==> src/rtl/rgb_pwm_sequencer_if.sv <==
// Table write port of the RGB PWM sequencer: one entry {hold, red, green, blue} per strobe.
interface rgb_pwm_sequencer_if #(
  parameter int unsigned IDX_W  = 2,
  parameter int unsigned DATA_W = 40
);
  logic              cfg_we;
  logic [IDX_W-1:0]  cfg_addr;
  logic [DATA_W-1:0] cfg_data;

  modport master (output cfg_we, cfg_addr, cfg_data);
  modport slave  (input  cfg_we, cfg_addr, cfg_data);
endinterface

==> src/rtl/rgb_pwm_sequencer.sv <==
// Powers up the RGB driver current reference, then plays a table of colour steps
// as 8-bit PWM on the three channels, one step per programmable number of periods.
module rgb_pwm_sequencer #(
  parameter int unsigned PWM_W     = 8,
  parameter int unsigned N_STEPS   = 4,
  parameter int unsigned HOLD_W    = 16,
  parameter int unsigned PWRUP_CYC = 1200,
  localparam int unsigned IDX_W    = $clog2(N_STEPS),
  localparam int unsigned DATA_W   = HOLD_W + 3*PWM_W
) (
  input  logic              hw_clk,
  input  logic              rst_n,
  rgb_pwm_sequencer_if.slave cfg,
  input  logic              run,
  input  logic              loop,
  output logic              pwm_green,
  output logic              pwm_blue,
  output logic              pwm_red,
  output logic              curr_en,
  output logic              led_en,
  output logic              busy,
  output logic [IDX_W-1:0]  step_idx,
  output logic              done
);
  typedef enum logic [1:0] {IDLE, PWRUP, PLAY, DONE} state_t;

  localparam int unsigned      PWR_W    = $clog2(PWRUP_CYC + 1);
  localparam logic [PWM_W-1:0] PWM_LAST = PWM_W'((2**PWM_W) - 2);

  state_t            state_q, state_d;
  logic [DATA_W-1:0] tbl [N_STEPS];
  logic [PWR_W-1:0]  pwr_cnt;
  logic [PWM_W-1:0]  pwm_cnt, duty_r, duty_g, duty_b;
  logic [HOLD_W-1:0] hold_cnt, act_hold, hold_last;
  logic [IDX_W-1:0]  next_idx;
  logic              wrap, step_end, last_step, pwr_done, play_entry, play_stay;

  always_comb begin
    wrap      = (pwm_cnt == PWM_LAST);
    // A hold of 0 behaves as 1: the step ends on its first period wrap.
    hold_last = (act_hold == '0) ? '0 : act_hold - 1'b1;
    step_end  = (state_q == PLAY) && wrap && (hold_cnt == hold_last);
    last_step = (step_idx == IDX_W'(N_STEPS - 1));
    pwr_done  = (pwr_cnt == PWR_W'(PWRUP_CYC - 1));
    next_idx  = step_idx + 1'b1;
    state_d   = state_q;
    case (state_q)
      IDLE:    if (run) state_d = PWRUP;
      PWRUP:   if (!run) state_d = IDLE;
               else if (pwr_done) state_d = PLAY;
      PLAY:    if (!run) state_d = IDLE;
               else if (step_end && last_step && !loop) state_d = DONE;
      DONE:    if (!run) state_d = IDLE;
      default: state_d = IDLE;
    endcase
    play_entry = (state_q != PLAY) && (state_d == PLAY);
    play_stay  = (state_q == PLAY) && (state_d == PLAY);
  end

  always_ff @(posedge hw_clk or negedge rst_n) begin
    if (!rst_n) begin
      for (int unsigned i = 0; i < N_STEPS; i++) tbl[i] <= '0;
    end else if (cfg.cfg_we) begin
      tbl[cfg.cfg_addr] <= cfg.cfg_data;
    end
  end

  always_ff @(posedge hw_clk or negedge rst_n) begin
    if (!rst_n) begin
      state_q   <= IDLE;
      pwr_cnt   <= '0;
      pwm_cnt   <= '0;
      hold_cnt  <= '0;
      step_idx  <= '0;
      act_hold  <= '0;
      duty_r    <= '0;
      duty_g    <= '0;
      duty_b    <= '0;
      pwm_red   <= 1'b0;
      pwm_green <= 1'b0;
      pwm_blue  <= 1'b0;
      curr_en   <= 1'b0;
      led_en    <= 1'b0;
      done      <= 1'b0;
    end else begin
      state_q <= state_d;
      pwr_cnt <= (state_q == PWRUP) ? pwr_cnt + 1'b1 : '0;
      // Active regs are loaded only at step boundaries, so table writes never disturb a playing period.
      if (play_entry) begin
        step_idx <= '0;
        pwm_cnt  <= '0;
        hold_cnt <= '0;
        {act_hold, duty_r, duty_g, duty_b} <= tbl[0];
      end else if (play_stay) begin
        pwm_cnt <= wrap ? '0 : pwm_cnt + 1'b1;
        if (step_end) begin
          step_idx <= next_idx;
          hold_cnt <= '0;
          {act_hold, duty_r, duty_g, duty_b} <= tbl[next_idx];
        end else if (wrap) begin
          hold_cnt <= hold_cnt + 1'b1;
        end
      end else begin
        pwm_cnt <= '0;
      end
      pwm_red   <= (state_q == PLAY) && (pwm_cnt < duty_r);
      pwm_green <= (state_q == PLAY) && (pwm_cnt < duty_g);
      pwm_blue  <= (state_q == PLAY) && (pwm_cnt < duty_b);
      curr_en   <= (state_q == PWRUP) || (state_q == PLAY);
      led_en    <= (state_q == PLAY);
      done      <= (state_q == PLAY) && (state_d == DONE);
    end
  end

  assign busy = (state_q == PWRUP) || (state_q == PLAY);
endmodule

==> src/flat_wrapper.sv <==
// flat-port wrapper written by rule: the top's interface ports become plain ports
module rgb_pwm_sequencer_flat 
#(
  parameter int unsigned PWM_W     = 8,
  parameter int unsigned N_STEPS   = 4,
  parameter int unsigned HOLD_W    = 16,
  parameter int unsigned PWRUP_CYC = 1200,
  localparam int unsigned IDX_W    = $clog2(N_STEPS),
  localparam int unsigned DATA_W   = HOLD_W + 3*PWM_W
)
  (hw_clk, rst_n, run, loop, pwm_green, pwm_blue, pwm_red, curr_en, led_en, busy, step_idx, done, cfg_cfg_we, cfg_cfg_addr, cfg_cfg_data);
  rgb_pwm_sequencer_if #(.IDX_W((2)), .DATA_W(DATA_W)) cfg_i ();
  input  logic hw_clk;
  input  logic rst_n;
  input  logic run;
  input  logic loop;
  output logic pwm_green;
  output logic pwm_blue;
  output logic pwm_red;
  output logic curr_en;
  output logic led_en;
  output logic busy;
  output logic [IDX_W-1:0] step_idx;
  output logic done;
  input wire logic [$bits(cfg_i.cfg_we)-1:0] cfg_cfg_we;
  input wire logic [$bits(cfg_i.cfg_addr)-1:0] cfg_cfg_addr;
  input wire logic [$bits(cfg_i.cfg_data)-1:0] cfg_cfg_data;
  assign cfg_i.cfg_we = cfg_cfg_we;
  assign cfg_i.cfg_addr = cfg_cfg_addr;
  assign cfg_i.cfg_data = cfg_cfg_data;
  rgb_pwm_sequencer #(.PWM_W(PWM_W), .N_STEPS(N_STEPS), .HOLD_W(HOLD_W), .PWRUP_CYC(PWRUP_CYC)) u_core (.hw_clk(hw_clk), .rst_n(rst_n), .cfg(cfg_i), .run(run), .loop(loop), .pwm_green(pwm_green), .pwm_blue(pwm_blue), .pwm_red(pwm_red), .curr_en(curr_en), .led_en(led_en), .busy(busy), .step_idx(step_idx), .done(done));
endmodule
==> config.mk <==
export PLATFORM = sky130hd
export DESIGN_NAME = rgb_pwm_sequencer_flat
export DESIGN_NICKNAME = d
export VERILOG_FILES = /design/src/rtl/rgb_pwm_sequencer_if.sv /design/src/rtl/rgb_pwm_sequencer.sv /design/src/flat_wrapper.sv
export SDC_FILE = /design/constraint.sdc
export NUM_CORES = 1
export LEC_CHECK = 0
export ABC_AREA = 1
export BUFFER_PORTS_ARGS = -buffer_cell sky130_fd_sc_hd__buf_2
export CORE_ASPECT_RATIO = 1.4
export CORE_MARGIN = 5
export CORE_UTILIZATION = 27
export CTS_BUF_LIST = sky130_fd_sc_hd__clkbuf_2 sky130_fd_sc_hd__clkbuf_4 sky130_fd_sc_hd__clkbuf_8
export DETAILED_ROUTE_END_ITERATION = 6
export RECOVER_POWER = 100
export SLEW_MARGIN = 25
export SYNTH_ARGS = -nofsm -noshare
export SYNTH_HDL_FRONTEND = slang
export SYNTH_SLANG_ARGS = --single-unit
==> constraint.sdc <==
create_clock -name hw_clk -period 2.55 [get_ports hw_clk]
set_input_delay 0.255 -clock hw_clk [delete_from_list [all_inputs] [get_ports hw_clk]]
set_output_delay 0.255 -clock hw_clk [all_outputs]
set_load 0.01 [all_outputs]
## Word-level counts from Yosys, hierarchy flattened

Cells that the tools add are included.

| storage, ports and cells | value |
|---|---|
| input port bits | 47 |
| register bits | 245 |
| output and inout port bits | 9 |
| logic and storage cells | 99 |

| cells by class | value |
|---|---|
| $add $sub $neg | 5 |
| equal/unequal tests | 10 |
| magnitude comparators | 6 |
| mux-type cells | 37 |
| bitwise operators | 2 |
| reduce and logical (&&, ||, !) cells | 20 |

Operators by type and width:

| operator | count |
|---|---|
| $bwmux W160 | 1 |
| $mux W16 | 8 |
| $mux W40 | 3 |
| $mux W8 | 12 |
| $bmux W40 S2 | 1 |
| $demux W40 S2 | 1 |
| $lt A8 B8 Y1 | 3 |
| $mux W2 | 9 |
| $add A16 B1 Y16 const B | 1 |
| $eq A16 B16 Y1 | 1 |
| $logic_not A16 Y1 | 1 |
| $sub A16 B1 Y16 const B | 1 |
| $add A11 B1 Y11 const B | 1 |
| $eq A11 B11 Y1 const B | 1 |
| $logic_and A1 B1 Y1 | 11 |
| $mux W11 | 1 |
| $eq A2 B2 Y1 const B | 5 |
| $add A8 B1 Y8 const B | 1 |
| $eq A8 B8 Y1 const B | 1 |
| $pmux W2 S4 | 1 |
| $ge A3 B3 Y1 const B | 2 |
| $not A2 Y3 | 2 |
| $reduce_and A2 Y1 | 2 |
| $reduce_bool A2 Y1 | 2 |
| other kinds (8) | 8 |

## Depth between registers and ports, before layout

| depth | value |
|---|---|
| depth in word-level cells | 13 |
| mapped depth | 24 |
| gate-level depth less buffers | 22 |

## Worst setup path after synthesis

Ideal clock, no wire load.

| timing | value |
|---|---|
| path type | reg-to-reg |
| start | register u_core.act_hold[0] |
| end | register u_core.act_hold[10] |
| stages on the path, launching flop included | 22 |
| arrival | 2.720 ns |
| path slack | -0.287 ns |
| library setup time | 0.117 ns |
| buffers on the path | 3 |
| period minus slack after synthesis | 2.837 ns |
| required time | 2.433 ns |
| cells stage by stage | dfrtp_1 -> inv_1 -> ha_1 -> nand2_2 -> nor2_4 -> nand2_4 -> buf_6 -> nand2_2 -> xor2_1 -> nand4_1 -> nor2_1 -> nand3_1 -> nand2_1 -> nand2_1 -> a21oi_4 -> nand3_2 -> buf_4 -> buf_6 -> nand2_1 -> nand2_1 -> nand2_1 -> nand2_1 |

| on the way | value |
|---|---|
| word-level cells in the longest chain between the ends | 13 |
| elaborated cells between the ends (all ways) | 17 |
| those cells by class | 1 x add/sub; 2 x eq/ne; 5 x mux; 9 x reduce/logical |

Ends and longest elaborated chain:

| element | RTL line | text |
|---|---|---|
| start, declared | rgb_pwm_sequencer.sv:34 | `logic [HOLD_W-1:0] hold_cnt, act_hold, hold_last;` |
| start signal, assigned | rgb_pwm_sequencer.sv:93 | `{act_hold, duty_r, duty_g, duty_b} <= tbl[0];` |
| start signal, assigned | rgb_pwm_sequencer.sv:99 | `{act_hold, duty_r, duty_g, duty_b} <= tbl[next_idx];` |
| $sub A16 B1 Y16 or $logic_not A16 Y1 (tied branches) | rgb_pwm_sequencer.sv:41 | `hold_last = (act_hold == '0) ? '0 : act_hold - 1'b1;` |
| $mux W16 * | rgb_pwm_sequencer.sv:41 |  |
| $eq A16 B16 Y1 * | rgb_pwm_sequencer.sv:42 | `step_end = (state_q == PLAY) && wrap && (hold_cnt == hold_last);` |
| $logic_and A1 B1 Y1 * | rgb_pwm_sequencer.sv:42 |  |
| $logic_and A1 B1 Y1 (2 in series) | rgb_pwm_sequencer.sv:52 | `else if (step_end && last_step && !loop) state_d = DONE;` |
| $mux W2 | rgb_pwm_sequencer.sv:52 |  |
| $mux W2 | rgb_pwm_sequencer.sv:51 | `PLAY: if (!run) state_d = IDLE;` |
| $pmux W2 S4 | rgb_pwm_sequencer.sv:47 | `case (state_q)` |
| $eq A2 B2 Y1 | rgb_pwm_sequencer.sv:56, rgb_pwm_sequencer.sv:57 |  |
| $logic_and A1 B1 Y1, on equally long branches | rgb_pwm_sequencer.sv:56, rgb_pwm_sequencer.sv:57 |  |
| $reduce_bool A2 Y1 (no line) | n/a |  |
| $reduce_and A2 Y1 (no line) | n/a |  |

Every way passes the cells marked *; elsewhere a longest branch is shown, timed or not.
A chain may end at the register's enable or synchronous reset.

## Worst setup path in the final report

| timing | value |
|---|---|
| start | register u_core.act_hold[0] |
| end | register u_core.duty_b[5] |

| on the way | value |
|---|---|
| word-level cells in the longest chain between the ends | 13 |
| elaborated cells between the ends (all ways) | 17 |
| those cells by class | 1 x add/sub; 2 x eq/ne; 5 x mux; 9 x reduce/logical |

Ends and longest elaborated chain:

| element | RTL line | text |
|---|---|---|
| $sub A16 B1 Y16 or $logic_not A16 Y1 (tied branches) | rgb_pwm_sequencer.sv:41 |  |
| $mux W16 * | rgb_pwm_sequencer.sv:41 |  |
| $eq A16 B16 Y1 * | rgb_pwm_sequencer.sv:42 |  |
| $logic_and A1 B1 Y1 * | rgb_pwm_sequencer.sv:42 |  |
| $logic_and A1 B1 Y1 (2 in series) | rgb_pwm_sequencer.sv:52 |  |
| $mux W2 | rgb_pwm_sequencer.sv:52 |  |
| $mux W2 | rgb_pwm_sequencer.sv:51 |  |
| $pmux W2 S4 | rgb_pwm_sequencer.sv:47 |  |
| $eq A2 B2 Y1 | rgb_pwm_sequencer.sv:56, rgb_pwm_sequencer.sv:57 |  |
| $logic_and A1 B1 Y1, on equally long branches | rgb_pwm_sequencer.sv:56, rgb_pwm_sequencer.sv:57 |  |
| $reduce_bool A2 Y1 (no line) | n/a |  |
| $reduce_and A2 Y1 (no line) | n/a |  |
| end signal, assigned | rgb_pwm_sequencer.sv:93 |  |
| end signal, assigned | rgb_pwm_sequencer.sv:99 |  |
| end, declared | rgb_pwm_sequencer.sv:33 | `logic [PWM_W-1:0] pwm_cnt, duty_r, duty_g, duty_b;` |

Marks and branches as above.

==> implementation parameters <==
Parameter                              Value

Clocking
  TritonCTS Sinks ... 245
  Master cell of the clock root buffer ... sky130_fd_sc_hd__clkbuf_8
  Clock-pin slew on the worst setup and hold paths ... 60 ps
  Clock network latency to the later pin of the worst-skew pair ... 570 ps
  H-tree depth ... 2
  Maximum number of buffers from clock root to sink ... 3
  Clock tree from TritonCTS ... done
  Inserted Clock Buffers ... 40

Critical path
  Worst r2r path cells ... 20
  Beginning of the worst register-to-register path ... u_core.act_hold[0]
  R2R setup slack ... -480 ps
  Critical R2R Capture ... u_core.duty_b[5]
  Worst Path Max Fanout ... 10
  CP Launch Type ... flop
  Type of the setup path with the least slack ... flop to flop
  Endpoint kind of the worst setup timing path ... flop
  Data arrival time of the worst path ... 3520 ps
  Worst endpoint required time ... 3050 ps

Yosys
  Largest area contributor in the synthesized netlist ... sky130_fd_sc_hd__dfrtp_1
  Number of nets in the synthesized netlist ... 1,775
  Primary FF master, synth ... sky130_fd_sc_hd__dfrtp_1
  Average cell area after synthesis ... 7.582 µm²
  Number of synthesized register bits ... 245
  Cell Area, Synth ... 12,870 µm²
  Number of different library cells in the post-synthesis netlist ... 42
  Cells after synthesis ... 1,697
  Count of yosys warnings during synthesis ... 0
  Proportion of netlist area held by the largest area contributor ... 47.65%
  Synth area leaders ... sky130_fd_sc_hd__dfrtp_1 48%, sky130_fd_sc_hd__nand2_1 15%, sky130_fd_sc_hd__o21ai_0 9.7%
  Async set or reset register ratio after synthesis ... 100.0%
  Share of synthesized area occupied by flip-flops and latches ... 47.65%
  Number of enable-type register cells in the synthesized netlist ... 0

Timing
  Part of the cycle the worst path needs ... 118.7%
  Slew of the pin with the lowest slew margin ... 1717 ps
  Final Slew Violations ... 231
  Slew margin rel. ... -14.44%
  Worst setup slack after layout ... -476.0 ps
  Maximum achievable frequency ... 330.5 MHz
  Final critical-path required period ... 3026 ps
  Setup repair after global routing missed its margin ... yes
  Clock skew ... 35.48 ps
  Total count of hold-check failures in the final report ... 0
  Count of final setup violators ... 68
  Final setup TNS ... -27,930 ps

Power and ir drop
  Pwr Total ... 17.34 mW
  Total power density per cell area ... 1081 nW/µm²
  Fraction of power spent switching nets ... 41.41%
  Clk pwr share ... 20.5%
  IR Drop Worst-Case VDD ... 0.8148 mV
  Combinational Power Share ... 49.6%
  Power share of the sequential group ... 29.9%
  Net Switching ... 7.179 mW
  Internal power summed over all cells ... 10.16 mW
  Static leakage ... 8.130 nW

Drt
  Metal2 WL ... 19,840 µm
  Remaining routing DRC violations ... 0
  Drt first-iter violations ... 811
  Post-Route WL ... 38,300 µm
  Detail-routed net length per standard cell ... 15.29 µm
  Number of nets with antenna violations after routing ... 0
  DR pass1 iterations ... 5
  Via/cell ratio ... 4.778
  Total number of vias ... 11,970
  Highest signal layer in the routed design ... met4
  WL met1 ... 15,490 µm
  Met3 wire length ... 1438 µm

Final layout
  Layout Area Growth over Synthesis ... 24.63%
  Layout cells sized above 1 ... 15.80%
  NumNets Final ... 1,933
  Area of all placed cells without fillers ... 16,040 µm²
  Final Core Density ... 34.09%

Flow run
  Number of maximum-capacitance violations ... 3

Floorplan
  Die extent in y ... 268.3 µm
  Core region area ... 47,050 µm²
  Rows ... 94
  Total Die Area ... 52,180 µm²
  Chip Width ... 194.5 µm
  Number of placed I/O pins ... 56
  Starting utilization of the core area ... 27.35%

Placed design
  Weighted congestion reported at the end of routability-driven placement ... 0.8366
  Placed wire-length estimate after detailed placement ... 22,890 µm
  Placed standard-cell area ... 14,510 µm²
  Number of buffers inserted by port buffering ... 55
  Worst slack after detailed placement ... -496.3 ps

Min path
  Worst min-delay path endpoint ... u_core.tbl[143]
  Hold_sp ... cfg_cfg_data[23]
  Hold crit path type ... input pin to flop
  Number of stages on the worst hold path ... 3

Global routing
  Total overflow reported by the global router ... 0
  Global-route usage over all layers ... 13.60%
  Largest net degree at the start of global routing ... 81
  Vias in the first global route ... 11,810
  Number of antenna violations at the first check in global routing ... 1
  Global-route wire length before repair ... 59,530 µm

Outcome
  Outcome ... finished, violations left
  Violated checks ... max-capacitance violations, max-slew violations, negative setup slack
logic make-up after synthesis:
group | Yosys count | share of synthesized area [%]
buf+inv | 242 | 7.576
fa+ha+maj | 31 | 3.015
simple gates | 841 | 27.36
flops | 245 | 47.65
compound gates | 326 | 13.59
xor+xnor | 12 | 0.8169
registers in the layout, indices dropped and copies added (netlist names):
register          cells
u_core.step_idx       2
u_core.done           1
u_core.curr_en        1
u_core.pwm_green      1
u_core.duty_b         8
u_core.act_hold      16
u_core.pwm_red        1
u_core.tbl          160
u_core.pwr_cnt       11
u_core.hold_cnt      16
u_core.duty_r         8
u_core.state_q        2
u_core.pwm_blue       1
u_core.pwm_cnt        8
u_core.duty_g         8
u_core.led_en         1
repair_timing:
item / 4_1_cts / 5_1_grt
endpoints found under the setup margin: 68 / 69
endpoints found under the hold margin: 127 / 0
hold buffers: 21 / 0
gates cloned: 1 / 13
buffers inserted: 1 / 15
pin swaps: 1 / 16
gates resized for setup: 15 / 27
cell usage after synthesis (all sizes together), types with 5 or more instances:
cell    instances
a21oi          21
buf            20
clkbuf         71
dfrtp         245
ha             31
inv           150
nand2         526
nand3          78
nand4          62
nor2          148
nor3           13
nor4            7
o211ai          5
o21ai         252
o22ai          40
xor2           11
worst max-delay path: stages (launching register included):
cell and delay [ps]:
sky130_fd_sc_hd__dfrtp_1 390, sky130_fd_sc_hd__inv_2 100, sky130_fd_sc_hd__ha_4 150, sky130_fd_sc_hd__nand2_4 80
sky130_fd_sc_hd__nor2_4 240, sky130_fd_sc_hd__nand2_4 130, sky130_fd_sc_hd__nand3_2 110, sky130_fd_sc_hd__nand2_1 50
sky130_fd_sc_hd__nor2_1 110, sky130_fd_sc_hd__nand4_1 170, sky130_fd_sc_hd__nor2_1 130, sky130_fd_sc_hd__nand3_1 110
sky130_fd_sc_hd__nand2_1 90, sky130_fd_sc_hd__nand2_2 60, sky130_fd_sc_hd__a21oi_4 220, sky130_fd_sc_hd__buf_12 140
sky130_fd_sc_hd__o211ai_4 120, sky130_fd_sc_hd__inv_4 190, sky130_fd_sc_hd__clkbuf_16 200, sky130_fd_sc_hd__nand2_1 90
sky130_fd_sc_hd__nand2_1 60
power by group through the flow:
| stage | clock network [mW] | logic (mW) | registers, mW |
|---|---|---|---|
| floorplan | 0 | 4.63 | 5.15 |
| global placement | 0 | 7.05 | 5.18 |
| detailed placement | 0 | 7.13 | 5.20 |
| CTS | 3.67 | 7.40 | 5.15 |
| global route | 3.82 | 9.52 | 5.27 |
| finish | 3.56 | 8.60 | 5.18 |
how the worst max path moves through the flow:
stage	start	endpoint	slack [ps]	cells after the start
detailed placement	u_core.act_hold[1]	u_core.act_hold[7]	-500	20
floorplan	u_core.act_hold[0]	u_core.act_hold[10]	-110	21
global placement	u_core.act_hold[13]	u_core.act_hold[7]	-440	19
CTS	u_core.act_hold[0]	u_core.act_hold[7]	-390	19
finish	u_core.act_hold[0]	u_core.duty_b[5]	-480	20
global route	u_core.act_hold[0]	u_core.act_hold[11]	-680	21
metal layers:
layer	up-vias	global-route usage, %
li1	5876	-
met1	5714	16.12
met2	295	25.00
met3	85	1.492
met4	0	5.779
met5	-	0
area by class of cell:
type	instances	area, µm²
fillers	5012	31010
flip-flops and latches	245	6135
multi-input cells	1212	5929
repair buffers	205	1809
well taps	624	780.7
clock buffers	62	753.2
inverters	151	569.3
clock inverters	5	56.30
diodes	1	2.502
cells in the final DEF (no fill, tap or decap), drive strengths merged, types with 2 or more instances in the layout:
cell type    netlist  layout
inv              150     152
o22ai             40      40
nand3             78      78
dlygate4sd3        0      21
buf               20     161
nand2            526     528
or2                2       2
o21ai            252     252
o211ai             5       5
nor4               7       7
a21oi             21      21
ha                31      31
clkbuf            71      85
dfrtp            245     245
nor3              13      13
nand4             62      62
clkinv             1       2
nor3b              3       3
nor2             148     148
a21boi             3       3
xor2              11      11
per-stage QoR:
stage,std cells,hold slack [ps]
6_report,2505,23.06
5_1_grt,2505,19.99
3_3_place_gp,2386,246.1
4_1_cts,2476,0.2557
2_1_floorplan,1697,-40.59
3_5_place_dp,2386,251.7
No activity file was read; power rests on OpenSTA's default activity.
